## src/rtl/mult_div_unit.sv

```systemverilog
// Iterative shift-add multiply / restoring divide unit
// with architectural HI/LO registers and MTHI/MTLO writes.
module mult_div_unit #(
  parameter int N_BITS = 32,
  parameter int CNT_W  = 5
) (
  input  logic              clk,
  input  logic              reset,
  input  logic              Start,
  input  logic [1:0]        Op,
  input  logic [N_BITS-1:0] A,
  input  logic [N_BITS-1:0] B,
  input  logic              HI_Write,
  input  logic              LO_Write,
  input  logic [N_BITS-1:0] WriteData,
  output logic              Busy,
  output logic              Done,
  output logic              DivByZero,
  output logic [N_BITS-1:0] HI,
  output logic [N_BITS-1:0] LO
);

  typedef enum logic [1:0] {
    IDLE,
    RUN,
    FIX
  } state_t;

  state_t state;
  state_t state_nx;

  logic [CNT_W-1:0]  cnt;
  logic              is_div;
  logic              neg_q;
  logic              neg_r;
  logic              dz;
  logic [N_BITS-1:0] acc;
  logic [N_BITS-1:0] low;
  logic [N_BITS-1:0] opnd;

  logic              sa;
  logic              sb;
  logic              b_zero;
  logic [N_BITS-1:0] abs_a;
  logic [N_BITS-1:0] abs_b;

  logic [N_BITS:0]   msum;
  logic [N_BITS:0]   dsh;
  logic              ge;
  logic [N_BITS-1:0] dsub;

  logic [2*N_BITS-1:0] prod;
  logic [N_BITS-1:0]   quo;
  logic [N_BITS-1:0]   rem;

  assign sa     = Op[0] & A[N_BITS-1];
  assign sb     = Op[0] & B[N_BITS-1];
  assign b_zero = (B == '0);
  assign abs_a  = sa ? -A : A;
  assign abs_b  = sb ? -B : B;

  assign msum = {1'b0, acc}
              + {1'b0, (low[0] ? opnd : {N_BITS{1'b0}})};

  assign dsh  = {acc, low[N_BITS-1]};
  assign ge   = (dsh >= {1'b0, opnd});
  assign dsub = dsh[N_BITS-1:0] - opnd;

  assign prod = neg_q ? -{acc, low} : {acc, low};
  assign quo  = neg_q ? -low : low;
  assign rem  = neg_r ? -acc : acc;

  assign Busy = (state != IDLE);

  // state register
  always_ff @(posedge clk or negedge reset) begin
    if (!reset) state <= IDLE;
    else        state <= state_nx;
  end

  // next-state logic; zero divisor skips straight to FIX
  always_comb begin
    state_nx = state;
    unique case (state)
      IDLE: if (Start)
              state_nx = (Op[1] && b_zero) ? FIX : RUN;
      RUN:  if (cnt == CNT_W'(N_BITS-1))
              state_nx = FIX;
      FIX:  state_nx = IDLE;
      default: state_nx = IDLE;
    endcase
  end

  // operand latch, per-bit iteration, sign fix and HI/LO writes
  always_ff @(posedge clk or negedge reset) begin
    if (!reset) begin
      cnt       <= '0;
      is_div    <= 1'b0;
      neg_q     <= 1'b0;
      neg_r     <= 1'b0;
      dz        <= 1'b0;
      acc       <= '0;
      low       <= '0;
      opnd      <= '0;
      Done      <= 1'b0;
      DivByZero <= 1'b0;
      HI        <= '0;
      LO        <= '0;
    end else begin
      Done <= 1'b0;
      unique case (state)
        IDLE: begin
          if (Start) begin
            cnt       <= '0;
            is_div    <= Op[1];
            neg_q     <= sa ^ sb;
            neg_r     <= sa;
            dz        <= Op[1] & b_zero;
            DivByZero <= 1'b0;
            if (Op[1]) begin
              acc  <= b_zero ? A : '0;
              low  <= abs_a;
              opnd <= abs_b;
            end else begin
              acc  <= '0;
              low  <= abs_b;
              opnd <= abs_a;
            end
          end else begin
            if (HI_Write) HI <= WriteData;
            if (LO_Write) LO <= WriteData;
          end
        end
        RUN: begin
          cnt <= cnt + 1'b1;
          if (is_div) begin
            acc <= ge ? dsub : dsh[N_BITS-1:0];
            low <= {low[N_BITS-2:0], ge};
          end else begin
            acc <= msum[N_BITS:1];
            low <= {msum[0], low[N_BITS-1:1]};
          end
        end
        FIX: begin
          Done <= 1'b1;
          if (dz) begin
            HI        <= acc;
            LO        <= '1;
            DivByZero <= 1'b1;
          end else if (is_div) begin
            HI <= rem;
            LO <= quo;
          end else begin
            HI <= prod[2*N_BITS-1:N_BITS];
            LO <= prod[N_BITS-1:0];
          end
        end
        default: ;
      endcase
    end
  end

endmodule
```

## config.mk

```make
export PLATFORM = sky130hd
export DESIGN_NAME = mult_div_unit
export DESIGN_NICKNAME = d
export VERILOG_FILES = /design/src/rtl/mult_div_unit.sv
export SDC_FILE = /design/constraint.sdc
export NUM_CORES = 1
export LEC_CHECK = 0
export CORE_ASPECT_RATIO = 0.7
export CORE_MARGIN = 1
export CORE_UTILIZATION = 25
export CTS_CLUSTER_SIZE = 30
export DETAILED_ROUTE_END_ITERATION = 8
export HOLD_SLACK_MARGIN = 0.06
export SLEW_MARGIN = 10
export SYNTH_ARGS = -nofsm -noshare
export SYNTH_HDL_FRONTEND = slang
export SYNTH_SLANG_ARGS = --single-unit
```

## constraint.sdc

```tcl
create_clock -name clk -period 3.9 [get_ports clk]
set_clock_uncertainty 0.05 [all_clocks]
set_input_delay 0.39 -clock clk [delete_from_list [all_inputs] [get_ports clk]]
set_output_delay 0.39 -clock clk [all_outputs]
set_load 0.02 [all_outputs]
```

==> flow_metrics.py <==
metrics = {
    "outcome": {
        "status": "finished, final reports clean",
    },
    "route": {
        "viasPerCell": 5.59,
        "drtIter0Drc": 2178,
        "drtPass1Iterations": 6,
        "drc_errors": 0,
        "postRouteAntennaNets": 0,
        "via_count": 16600,
        "wl_um": 68500,
        "detail_route.wl_per_cell_um": 23.1,
    },
    "global_routing": {
        "grt_max_degree": 100,
        "grt-ovfl-total": 0,
        "grt_pass1_wl_um": 101000,
        "antenna_found_initial": 2,
        "grt_pass1_vias": 15500,
        "track_usage_pct": 21.4,
    },
    "timing": {
        "slew_headroom_pct": 31.7,
        "period_minus_slack_ns": 3.76,
        "hold_violations": 0,
        "setup_viol": 0,
        "max_freq_mhz": 266,
        "rsz0062_at_grt": "no",
        "finalCritPeriodShare_pct": 96.5,
        "fin_ws_ns": 0.137,
        "tightest_slew_ns": 1.02,
        "slew_violations": 0,
        "holdWs_ns": 0.432,
    },
    "clock_network": {
        "root_buffer": "clkbuf_16",
        "cts_tree": "built",
        "clk_latency_ns": 0.46,
        "cts_max_path_buffers": 2,
        "htreeDepth": 4,
        "cts_setup_buffers": 0,
        "cts_inserted_buffers": 17,
        "clkSinkCount": 173,
        "clk_pin_slew_worst_paths_ns": 0.07,
    },
    "yosys": {
        "ys_ff_latch": 173,
        "synth_cell_types": 77,
        "postSynthAreaPerCell_um2": 7.76,
        "synth_edf_count": 0,
        "synth_area_um2": 15400,
        "ys.flop_type": "dfrtp_1",
        "yosysSeqAreaShare_pct": 28.1,
        "syn-num-nets": 2162,
        "async_flop_share_pct": 100,
        "yosys_warnings": 0,
        "postSynthCellCount": 1987,
    },
    "placement": {
        "post-place-ws_ns": 0.0415,
        "dp_hpwl_um": 54100,
        "io_buffer_count": 169,
        "placedCellCount": 2933,
        "place_congestion": 1.01,
    },
    "setup_path": {
        "path_class": "flop to flop",
        "cp.required_ns": 4.19,
        "critPathMaxFanout": 14,
        "worst_ep_arrival_time_ns": 4.06,
        "startpoint_type": "flop",
        "endpoint_kind": "flop",
    },
    "cells_and_area": {
        "fillers": 6489,
        "layout-drive-gt1-share_pct": 8.16,
        "area_growth_pct": 23.3,
        "post-route-util_pct": 31.5,
        "final_cells": 2966,
        "final_nets": 2320,
    },
    "die": {
        "initial_utilization_pct": 25.5,
        "die_w_um": 299,
        "coreArea_um2": 60400,
        "fp-row-count": 75,
        "die_h_um": 210,
        "ios": 170,
        "dieArea_um2": 62700,
    },
    "run": {
        "maxCapViolCount": 0,
    },
    "hold_path": {
        "hold_class": "flop to flop",
    },
    "power": {
        "power_leakage_nw": 7.56,
        "irDropWorstVdd_v": 0.000386,
        "power_density_nw_per_um2": 1010,
    },
}
-- sequential cells by signal (all words and copies together), names as in the netlist --
signal / count
DivByZero: 1
Done: 1
HI: 32
LO: 32
acc: 32
cnt: 5
dz: 1
is_div: 1
low: 32
neg_q: 1
neg_r: 1
opnd: 32
state: 2
-- where the power goes --
group	leakage, nW	internal, W	total, W	switching, W
Clock	0.281	0.00104	0.00186	0.000823
Sequential	2.06	0.00269	0.00365	0.000965
Combinational	5.22	0.00547	0.0138	0.00831
-- Yosys cell counts, drive strengths merged (15+ instances only) --
cell type  number  area share, %
o21ai         195            6.4
a21oi         183            6.0
nor2          182            4.4
nand2         181            4.4
dfrtp         173             28
clkbuf        109            2.7
xnor2         104            5.9
ha             70            5.7
xor2           66            3.7
inv            61            1.5
a211oi         58            2.8
nor3           41            1.3
or3            41            1.7
mux2i          38            2.5
nand3          38            1.2
o22ai          37            1.5
o211ai         35            1.7
a21o           34            1.7
a31oi          27            1.1
buf            27            1.1
nor4           22            1.0
a22oi          21            1.0
and3           20           0.81
nand4          19           0.77
o31ai          18           0.97
or4            17           0.92
nand2b         15           0.61
-- routing by layer --
layer	up-vias	part of all wire [%]	routed length (um)	track usage [%]
met2	852	41	27900	30.1
li1	7636	-	-	-
met5	-	0	0	0
met1	8012	47	32000	32.3
met4	0	2.3	1610	5.38
met3	75	10	6930	4.91
-- critical path, cell delays in order (launching register included) --
cell      delay (ns)
dfrtp_1         0.38
inv_1           0.23
ha_1            0.40
and4_1          0.30
a221o_1         0.33
a211oi_1        0.23
nand2_1         0.20
o211ai_1        0.33
o311a_2         0.47
mux2i_1         0.32
a21oi_1         0.11
a221o_1         0.29
-- layout by cell type (no fill, tap or decap), drive strengths merged, types with 15 or more instances in the layout --
master,synthesis,final
inv,61,61
o211ai,35,35
nand2b,15,15
nor4,22,22
a31oi,27,27
o21ai,195,195
nand2,181,181
a211oi,58,58
nand4,19,19
ha,70,70
or4,17,17
a22oi,21,21
o22ai,37,37
clkbuf,109,21
xnor2,104,104
o31ai,18,18
a21oi,183,183
mux2i,38,38
buf,27,108
or3,41,41
a21o,34,34
xor2,66,66
nand3,38,38
clkdlybuf4s50,0,167
nor3,41,41
nor2,182,182
dfrtp,173,173
and3,20,20
-- final timing paths --
check	start	to	slack [ns]	cells past startpoint
min reg2reg	LO[27]$_DFFE_PN0P_	LO[27]$_DFFE_PN0P_	0.43	2
max reg2reg	opnd[10]$_DFFE_PN0P_	acc[1]$_DFFE_PN0P_	0.14	11
min	LO[27]$_DFFE_PN0P_	LO[27]$_DFFE_PN0P_	0.43	2
min in group asynchronous	reset	HI[20]$_DFFE_PN0P_	0.49	2
max	opnd[10]$_DFFE_PN0P_	acc[1]$_DFFE_PN0P_	0.14	11
max in group asynchronous	reset	low[5]$_DFFE_PN0P_	2.33	3
-- area by class of cell --
| cell class | count | area [um2] | share of cell area, % |
|---|---|---|---|
| clock buffers | 21 | 460 | 2.42 |
| well taps | 808 | 1010 | 5.31 |
| diodes | 2 | 5.00 | 0.0263 |
| flip-flops and latches | 173 | 4330 | 22.8 |
| repair buffers | 276 | 2530 | 13.3 |
| multi-input cells | 1616 | 10300 | 54.2 |
| inverters | 61 | 229 | 1.20 |
| clock inverters | 9 | 139 | 0.730 |
-- what timing repair did --
item | in CTS | in global routing
hold endpoints to repair | 75 | 0
resized for setup | 0 | 3
hold buffers | 1 | 0
endpoints found under the setup margin | 0 | 3
-- stage by stage --
| stage | setup TNS [ns] | area (um2) | power (W) |
|---|---|---|---|
| after global placement | -0.0301 | 18400 | 0.0169 |
| final | 0 | 19000 | 0.0193 |
| after global routing | 0 | 19000 | 0.0205 |
| after floorplan | 0 | 15400 | 0.0121 |
| after detailed placement | 0 | 18400 | 0.0170 |
| after CTS | 0 | 19000 | 0.0189 |
-- logic make-up after synthesis --
group	count (synthesis)	share of synthesized area [%]
buffers and inverters	198	5.26
and+or+nand+nor	623	19.3
adders and majority gates	72	5.94
xor gates and xnor gates	170	9.65
AOI/OAI and AO/OA	712	29.2
DFF	173	28.1
muxes	39	2.54
Note: power is estimated with default switching activity, not from simulation.
